<file path="src/rtl/tqvp_uart_fifo.sv">
// rtl/tqvp_uart_fifo.sv - buffered TinyQV UART with TX/RX FIFOs, parity and sticky flags
// Optional parity generation/checking is built only when UART_PARITY_EN is defined.

module tqvp_uart_fifo_q #(
    parameter int DEPTH = 4
) (
    input  logic                      clk,
    input  logic                      rst_n,
    input  logic                      push,
    input  logic [7:0]                push_data,
    input  logic                      pop,
    output logic [7:0]                head,
    output logic [$clog2(DEPTH):0]    level,
    output logic                      full,
    output logic                      empty
);
    localparam int AW = $clog2(DEPTH);

    logic [7:0]    mem [DEPTH];
    logic [AW-1:0] wr_ptr;
    logic [AW-1:0] rd_ptr;
    logic          do_push;
    logic          do_pop;

    assign empty   = (level == '0);
    assign full    = (level == (AW+1)'(DEPTH));
    assign do_pop  = pop && !empty;
    // A pop in the same cycle frees the slot, so a full FIFO still accepts the push
    assign do_push = push && (!full || do_pop);
    assign head    = mem[rd_ptr];

    always_ff @(posedge clk) begin
        if (!rst_n) begin
            wr_ptr <= '0;
            rd_ptr <= '0;
            level  <= '0;
        end else begin
            if (do_push) begin
                mem[wr_ptr] <= push_data;
                wr_ptr      <= wr_ptr + 1'b1;
            end
            if (do_pop)
                rd_ptr <= rd_ptr + 1'b1;
            level <= level + (AW+1)'(do_push) - (AW+1)'(do_pop);
        end
    end
endmodule

module tqvp_uart_fifo #(
    parameter int DIVIDER_REG_LEN = 13,
    parameter int CLOCK_MHZ       = 64,
    parameter int TX_DEPTH        = 4,
    parameter int RX_DEPTH        = 4
) (
    input  logic        clk,
    input  logic        rst_n,
    input  logic [7:0]  ui_in,
    output logic [7:0]  uo_out,
    input  logic [5:0]  address,
    input  logic [31:0] data_in,
    input  logic [1:0]  data_write_n,
    input  logic [1:0]  data_read_n,
    output logic [31:0] data_out,
    output logic        data_ready,
    output logic [1:0]  user_interrupt
);
    localparam int DW  = DIVIDER_REG_LEN;
    localparam int TLW = $clog2(TX_DEPTH) + 1;
    localparam int RLW = $clog2(RX_DEPTH) + 1;
    localparam logic [DW-1:0] DIV_RESET = DW'(CLOCK_MHZ * 1000000 / 115200);

    localparam logic [2:0] S_IDLE   = 3'd0;
    localparam logic [2:0] S_START  = 3'd1;
    localparam logic [2:0] S_DATA   = 3'd2;
    localparam logic [2:0] S_PARITY = 3'd3;
    localparam logic [2:0] S_STOP   = 3'd4;

    logic          wr, rd;
    logic [DW-1:0] divider, div_eff, bit_len, half_len;
    logic [7:0]    ctrl;
    logic [3:0]    flags, flag_set, flag_clr;
    logic          par_en, par_odd;
    logic [3:0]    rx_thr;
    logic          rts, txd, rxd, rxd_q;

    logic [7:0]     tx_head, rx_head;
    logic [TLW-1:0] tx_level;
    logic [RLW-1:0] rx_level;
    logic           tx_full, tx_empty, rx_full, rx_empty;
    logic           tx_push, tx_pop, rx_push, rx_pop, tx_idle;

    logic [2:0]    tx_state, rx_state;
    logic [DW-1:0] tx_cnt, rx_cnt;
    logic [2:0]    tx_bit, rx_bit;
    logic [7:0]    tx_sh, rx_sh;
    logic          tx_par, tx_stop2;
    logic          rx_stop_tick, ferr_set, perr_set;

`ifdef UART_PARITY_EN
    localparam logic [7:0] CTRL_MASK = 8'hFF;
    assign par_en  = (ctrl[2:1] == 2'b01) || (ctrl[2:1] == 2'b10);
    assign par_odd = (ctrl[2:1] == 2'b10);
`else
    localparam logic [7:0] CTRL_MASK = 8'hF9;
    assign par_en  = 1'b0;
    assign par_odd = 1'b0;
`endif

    assign wr         = (data_write_n != 2'b11);
    assign rd         = (data_read_n != 2'b11);
    assign data_ready = 1'b1;

    assign div_eff  = (divider < DW'(2)) ? DW'(2) : divider;
    assign bit_len  = div_eff - DW'(1);
    assign half_len = (div_eff >> 1) - DW'(1);
    assign rx_thr   = (ctrl[7:4] == 4'd0) ? 4'd1 : ctrl[7:4];
    assign rxd      = ctrl[0] ? ui_in[3] : ui_in[7];

    assign tx_push = wr && (address == 6'h0);
    assign tx_pop  = (tx_state == S_IDLE) && !tx_empty;
    assign rx_pop  = rd && (address == 6'h0) && !rx_empty;
    assign tx_idle = tx_empty && (tx_state == S_IDLE);

    assign rx_stop_tick = (rx_state == S_STOP) && (rx_cnt == '0);
    assign rx_push      = rx_stop_tick && rxd;
    assign ferr_set     = rx_stop_tick && !rxd;
    assign perr_set     = par_en && (rx_state == S_PARITY) && (rx_cnt == '0)
                          && (rxd != (^rx_sh ^ par_odd));

    // Flag order matches status bits [6:3]: TXOVF, FERR, PERR, RXOVR
    assign flag_set = {tx_push && tx_full && !tx_pop, ferr_set, perr_set,
                       rx_push && rx_full && !rx_pop};
    assign flag_clr = (wr && address == 6'h4) ? data_in[6:3] : 4'd0;

    assign rts            = (8'(rx_level) >= 8'(RX_DEPTH - 1));
    assign uo_out         = {4{rts, txd}};
    assign user_interrupt = {!tx_full, 8'(rx_level) >= {4'd0, rx_thr}};

    tqvp_uart_fifo_q #(.DEPTH(TX_DEPTH)) u_tx_fifo (
        .clk(clk), .rst_n(rst_n), .push(tx_push), .push_data(data_in[7:0]), .pop(tx_pop),
        .head(tx_head), .level(tx_level), .full(tx_full), .empty(tx_empty)
    );

    tqvp_uart_fifo_q #(.DEPTH(RX_DEPTH)) u_rx_fifo (
        .clk(clk), .rst_n(rst_n), .push(rx_push), .push_data(rx_sh), .pop(rx_pop),
        .head(rx_head), .level(rx_level), .full(rx_full), .empty(rx_empty)
    );

    always_ff @(posedge clk) begin
        if (!rst_n) begin
            divider <= DIV_RESET;
            ctrl    <= 8'd0;
            flags   <= 4'd0;
        end else begin
            if (wr && address == 6'h8)
                divider <= (data_write_n == 2'b00) ? {divider[DW-1:8], data_in[7:0]}
                                                   : data_in[DW-1:0];
            if (wr && address == 6'hC)
                ctrl <= data_in[7:0] & CTRL_MASK;
            flags <= (flags & ~flag_clr) | flag_set;
        end
    end

    always_comb begin
        case (tx_state)
            S_START:  txd = 1'b0;
            S_DATA:   txd = tx_sh[0];
            S_PARITY: txd = tx_par;
            default:  txd = 1'b1;
        endcase
    end

    // Counters reload at every bit boundary, so divider changes apply from the next bit
    always_ff @(posedge clk) begin
        if (!rst_n) begin
            tx_state <= S_IDLE;
            tx_cnt   <= '0;
            tx_bit   <= 3'd0;
            tx_sh    <= 8'd0;
            tx_par   <= 1'b0;
            tx_stop2 <= 1'b0;
        end else if (tx_state == S_IDLE) begin
            if (!tx_empty) begin
                tx_state <= S_START;
                tx_cnt   <= bit_len;
                tx_bit   <= 3'd0;
                tx_sh    <= tx_head;
                tx_par   <= ^tx_head ^ par_odd;
                tx_stop2 <= 1'b0;
            end
        end else if (tx_cnt != '0) begin
            tx_cnt <= tx_cnt - DW'(1);
        end else begin
            tx_cnt <= bit_len;
            case (tx_state)
                S_START:  tx_state <= S_DATA;
                S_DATA: begin
                    tx_sh  <= tx_sh >> 1;
                    tx_bit <= tx_bit + 3'd1;
                    if (tx_bit == 3'd7)
                        tx_state <= par_en ? S_PARITY : S_STOP;
                end
                S_PARITY: tx_state <= S_STOP;
                default: begin
                    if (ctrl[3] && !tx_stop2)
                        tx_stop2 <= 1'b1;
                    else
                        tx_state <= S_IDLE;
                end
            endcase
        end
    end

    always_ff @(posedge clk) begin
        if (!rst_n) begin
            rx_state <= S_IDLE;
            rx_cnt   <= '0;
            rx_bit   <= 3'd0;
            rx_sh    <= 8'd0;
            rxd_q    <= 1'b1;
        end else begin
            rxd_q <= rxd;
            if (rx_state == S_IDLE) begin
                if (rxd_q && !rxd) begin
                    rx_state <= S_START;
                    rx_cnt   <= half_len;
                end
            end else if (rx_cnt != '0) begin
                rx_cnt <= rx_cnt - DW'(1);
            end else begin
                rx_cnt <= bit_len;
                case (rx_state)
                    S_START: begin
                        rx_state <= rxd ? S_IDLE : S_DATA;
                        rx_bit   <= 3'd0;
                    end
                    S_DATA: begin
                        rx_sh  <= {rxd, rx_sh[7:1]};
                        rx_bit <= rx_bit + 3'd1;
                        if (rx_bit == 3'd7)
                            rx_state <= par_en ? S_PARITY : S_STOP;
                    end
                    S_PARITY: rx_state <= S_STOP;
                    default:  rx_state <= S_IDLE;
                endcase
            end
        end
    end

    always_comb begin
        case (address)
            6'h0:    data_out = {24'd0, rx_empty ? 8'd0 : rx_head};
            6'h4:    data_out = {8'd0, 8'(tx_level), 8'(rx_level), 1'b0, flags,
                                 tx_idle, !rx_empty, tx_full};
            6'h8:    data_out = 32'(divider);
            6'hC:    data_out = {24'd0, ctrl};
            default: data_out = 32'd0;
        endcase
    end

    logic unused_in;
    assign unused_in = ^{data_in[31:DW], ui_in[6:4], ui_in[2:0]};
endmodule

</file>
<file path="config.mk">
export PLATFORM = sky130hd
export DESIGN_NAME = tqvp_uart_fifo
export DESIGN_NICKNAME = d
export VERILOG_FILES = /design/src/rtl/tqvp_uart_fifo.sv
export SDC_FILE = /design/constraint.sdc
export NUM_CORES = 1
export LEC_CHECK = 0
export CAP_MARGIN = 20
export CORE_ASPECT_RATIO = 0.75
export CORE_MARGIN = 5
export CORE_UTILIZATION = 42
export CTS_BUF_LIST = sky130_fd_sc_hd__clkbuf_2 sky130_fd_sc_hd__clkbuf_4 sky130_fd_sc_hd__clkbuf_8
export CTS_CLUSTER_SIZE = 16
export DETAILED_ROUTE_END_ITERATION = 7
export GPL_TIMING_DRIVEN = 0
export PLACE_DENSITY = 0.73
export SLEW_MARGIN = 20
export SYNTH_ARGS = -nofsm -noshare
export SYNTH_HDL_FRONTEND = slang
export SYNTH_HIERARCHICAL = 1
export SYNTH_SLANG_ARGS = --single-unit
</file>
<file path="constraint.sdc">
create_clock -name clk -period 3.8 [get_ports clk]
set_input_delay 0.57 -clock clk [delete_from_list [all_inputs] [get_ports clk]]
set_output_delay 0.57 -clock clk [all_outputs]
set_load 0.05 [all_outputs]
</file>
# After elaboration in Yosys (flattened, before gate mapping)
# Memories as Yosys holds them, arrays and structs flattened. A register that Yosys moved wholly into a read port is not among the register bits.
# Cells that the tools add are included.
# classes
bitwise_logic	7
eq_ne	24
addsub	14
reduce_logical	54
muxes	49
order_cmp	3
# ops
operator	count
$mux W13	7
$pmux W19 S4	1
$mux W8	5
$mux W3	13
$sub A13 B1 Y13 const B	3
$reduce_bool A13 Y1	2
$logic_and A1 B1 Y1	21
$pmux W3 S3	2
$eq A3 B3 Y1 const B	5
$logic_not A13 Y1	1
$lt A13 B2 Y1 const B	1
$sub A12 B1 Y13 const B	1
$eq A3 B2 Y1 const B	4
$eq A6 B4 Y1 const B	2
$logic_not A3 Y1	4
$mux W1	12
$reduce_and A3 Y1	4
$mux W2	5
$ne A2 B2 Y1 const B	5
$add A2 B1 Y2 const B	4
$logic_not A1 Y1	8
$mux W4	2
$reduce_and A4 Y1	2
$reduce_xor A8 Y1	1
other kinds (23)	36
# word_totals
elab_cells	174
in_bits	52
register_bits	94
n_memories	2
out_inout_bits	43
mem_bits_rw	64
# mem_list
name	words	width	rd	rd_clocked_by_memory_dff	write_ports	line_no	text
u_rx_fifo.mem	4	8	1	1	1	19	logic [7:0] mem [DEPTH];
u_tx_fifo.mem	4	8	1	1	1	19	

# Logic depth before layout (Yosys ltp)
# logic_depth
word_depth	9
depth_mapped	13
depth_no_buf	12

# By module
# Netlist, hierarchy kept.
# by_module_without_submodules
module	area_per_inst_um2	n_inst	cells_per_inst	seq_area_each_um2
tqvp_uart_fifo	5127.4	1	628	1601.5
tqvp_uart_fifo_q at u_rx_fifo	1630.3	1	89	1141.1
tqvp_uart_fifo_q at u_tx_fifo	1625.3	1	89	1141.1

# Worst setup path after synthesis
# OpenSTA, ideal clock, no wires.
# synth_timing
path_type	input to register
startpoint	in address[1]
endpoint	reg u_rx_fifo.level[2]
required_ns	3.685
path_slack_ns	0.732
t_arrival_ns	2.953
n_path_buf	0
path_stages	11
setup_ns	0.115
cell_sequence	or4_4 -> nor4_2 -> nand2_1 -> inv_1 -> o31ai_2 -> a21bo_1 -> ha_1 -> fa_1 -> xnor2_1 -> xnor2_1 -> and2_1
# synth_via
elab_chain_cells	8
# synth_lines
item	line_no	text
start, declared	59	input logic [5:0] address,
$logic_not A6 Y1 (*)	121	assign rx_pop = rd && (address == 6'h0) && !rx_empty;
$logic_and A1 B1 Y1 (*) (2 in series)	121	
named net rx_pop	90	logic tx_push, tx_pop, rx_push, rx_pop, tx_idle;
$logic_and A1 B1 Y1 (*)	27	assign do_pop = pop && !empty;
$logic_or A1 B1 Y1	29	assign do_push = push && (!full || do_pop);
$logic_and A1 B1 Y1	29	
$add A3 B1 Y3	44	level <= level + (AW+1)'(do_push) - (AW+1)'(do_pop);
$sub A3 B1 Y3 (*)	44	
end signal, assigned	44	
end, declared	13	output logic [$clog2(DEPTH):0] level,
# The timed path passes the listed nets; every way through them passes the cells marked *.
# A chain may end at the register's enable or synchronous reset.

# Final worst setup path
# layout_timing
startpoint	in address[1]
endpoint	out data_out[5]
# layout_via
elab_chain_cells	2
word_cells_on_any_way	5
cone_classes	eq/ne (3); mux (1); reduce/logical (1)
# layout_lines
item	line_no	text
$eq A6 B4 Y1, or another cell as far along	251	case (address)
$pmux W19 S4 (*)	251	
end, declared	63	output logic [31:0] data_out,
# Every way passes the cells marked *; elsewhere a longest branch is shown, timed or not.

==> impl_metrics.ini <==
[detailed_routing]
drt_first_pass_iters = 8
wire_per_inst_um = 17.7
ant_nets = 0
drc = 0
wirelength_mm = 20.4
via_per_inst = 5.49
dr_total_vias = 6348
drt_iter0_markers = 563

[finish]
layout-drive-gt1-share_pct = 15.5
antenna_cells = 0
instances_no_fill = 1157
nNetsFinal = 967
synthToLayoutAreaGrowth_pct = 15.3
finalInstanceArea_um2 = 9670

[synth]
ys_warn_count = 6
ys_types = 79
synthTopCellsByArea = dfxtp_1 23%, edfxtp_1 23%, mux4_2 4.3%, mux2i_1 3.9%, nand2_1 3.4%
yosysTopAreaCell = dfxtp_1
netlist_area_um2 = 8380
synth_seq_cells = 162
yosysMostFrequentCell = dfxtp_1
synth-edff-count = 64
syn_inst = 806
ys_async_sr_fraction_pct = 0
yosysSeqAreaShare_pct = 46.3
avgSynthCellArea_um2 = 10.4
synth_common_cells = 98 x dfxtp_1, 76 x nand2_1, 64 x edfxtp_1, 61 x nor2_1, 35 x a21oi_1
synth_ff_type = dfxtp_1
yosys.area.top_type_share_pct = 23.4

[worst_setup_path]
cp.arrival_ps = 3120
worstSetupPathType = primary input to output pin
startpoint_type = primary input
crit_path_frequent_cell = clkdlybuf4s50_1
worstPathMaxFanout = 5
critPathBufInv = 2
worst_path_dominant_cell_family = buffers and inverters
critical_path.cell_chain = clkdlybuf4s50_1 -> or4_4 -> nor2_1 -> and2_1 -> a221o_1 -> clkdlybuf4s50_1
slowest_delay_ps = 830
cp-end-kind = output pin
worst_path_max_delay_cell = clkdlybuf4s50_1
crit_required_ps = 3230

[floorplan]
coreArea_um2 = 19500
num_rows = 44
dieArea_um2 = 22900
die_w_um = 173
start_util_pct = 43.0
io_pins = 95
die_height_um = 132

[placement]
gp_congestion = 0.902
placed_area_um2 = 9270
portBuffers = 51
dp.cells = 1125
dpl.hpwl_mm = 15.0

[cts]
cts_max_path_buffers = 2
cts_tree = done
root_buffer = clkbuf_8
cts.sinks = 162
clk_pin_slew_ps = 100
cts_max_level = 4
clock_latency_ps = 460
postCtsHoldBufs = 0
numCtsBuffers = 17

[grt]
grt_pass1_wl_mm = 32.5
overflow = 0
grt_start_max_net_pins = 19
first_global_vias = 5996
grt_use_total_pct = 17.7
antenna_found_initial = 0

[pwr]
power_leakage_nw = 3.70
powerDensity_nw_per_um2 = 386
ir_worst_vdd_uv = 304
power_mw = 3.73

[timing]
hold_ws_ps = 444
clock_skew_ps = 13.0
finalHoldViolations = 0
maxSlewHeadroom_pct = 41.0
setup-tns-final_ps = 0
fmaxAchievable_mhz = 271
setup_violations = 0
maxSlewViolCount = 0
period_needed_ps = 3690
rsz0062_at_grt = false
fin_crit_sh_pct = 97.1
worst_slew_pin_slew_ps = 879

[flow_run]
maxCapViolations = 0

[hold_path]
hold_path_class = flop to flop

[status]
status = finished clean
## where the power goes
part	total [mW]	switching, mW	internal, mW
Sequential	1.89	0.0506	1.84
Clock	1.26	0.760	0.497
Combinational	0.585	0.369	0.216
Total	3.73	1.18	2.55
## per-stage QoR
step / setup WS [ps] / utilization [%]
2_1_floorplan: 732 / -
3_3_place_gp: -210 / 47.5
3_5_place_dp: -192 / 47.5
4_1_cts: 75.6 / 49.6
5_1_grt: 0.433 / 49.6
6_report: 109 / 49.6
## path summary, 6_finish.rpt
kind	end	depth (start not counted)	from	slack, ps
setup reg to reg	u_rx_fifo/level[2]	13	rx_cnt[0]	300
hold reg to reg	flags[1]	2	flags[1]	440
hold / removal	flags[1]	2	flags[1]	440
setup / recovery	data_out[5]	6	address[1]	110
## cell families (layout without fill, tap and decap cells)
kind of cell / count (synthesis) / count (layout) / share of synthesized area, %
adders and majority gates: 24 / 24 / 3.76
buffers and inverters: 96 / 179 / 6.22
and+or+nand+nor: 288 / 288 / 18.7
xor gates and xnor gates: 37 / 37 / 3.87
muxes: 50 / 50 / 8.40
AOI/OAI and AO/OA: 147 / 147 / 12.6
DFF: 162 / 162 / 46.3
other: 2 / 17 / 0.0896
## registers in the layout (all words and copies together) (netlist names), 2 cells and up, named ones only
signal	flops
u_rx_fifo/mem	32
rx_cnt	13
u_rx_fifo/wr_ptr	2
tx_state	3
rx_sh	8
ctrl	6
tx_cnt	13
divider	13
rx_bit	3
u_tx_fifo/level	3
u_rx_fifo/rd_ptr	2
tx_sh	8
u_tx_fifo/rd_ptr	2
u_rx_fifo/level	3
u_tx_fifo/wr_ptr	2
flags	4
rx_state	3
tx_bit	3
u_tx_fifo/mem	32
## placed cells by master, fill, tap and decap left out, types with 18 or more instances in the layout
cell type / synthesis / final
dfxtp_1: 98 / 98
nand2_1: 76 / 76
edfxtp_1: 64 / 64
nor2_1: 61 / 61
clkdlybuf4s50_1: 0 / 41
a21oi_1: 35 / 35
mux2i_1: 33 / 33
nand3_1: 32 / 32
buf_4: 27 / 27
xnor2_1: 25 / 25
inv_1: 24 / 24
o21ai_0: 22 / 22
ha_1: 22 / 22
nor3_1: 20 / 20
buf_2: 18 / 18
and2_1: 18 / 18
## worst reg2reg max path, delay by kind of cell (launching register included)
kind                     cells  cell delay, ps
adder cells (fa/ha/maj)      3             740
XOR/XNOR                     2             290
buffers and inverters        2             380
AND/OR/NAND/NOR              5            1410
AO/OA/AOI/OAI                1             210
flip-flops                   1             390
## timing repair
item | 4_1_cts | 5_1_grt
buffers inserted | 0 | 0
gates resized for setup | 9 | 4
setup endpoints to repair | 12 | 7
## per-layer routing
layer	part of all wire (%)	up-vias	GRT usage [%]
li1	-	3068	-
met1	46	2986	25.4
met2	43	260	26.4
met3	8.7	34	4.53
met4	2.2	0	5.49
met5	0	-	0
## layout make-up
type	count	area, um^2
well taps	253	317
flip-flops and latches	162	3880
fillers	1787	9820
inverters	26	97.6
plain buffers	70	425
multi-input cells	563	4040
repair buffers	51	505
clock inverters	15	160
clock buffers	17	234
No activity file was read; power rests on OpenSTA's default activity.
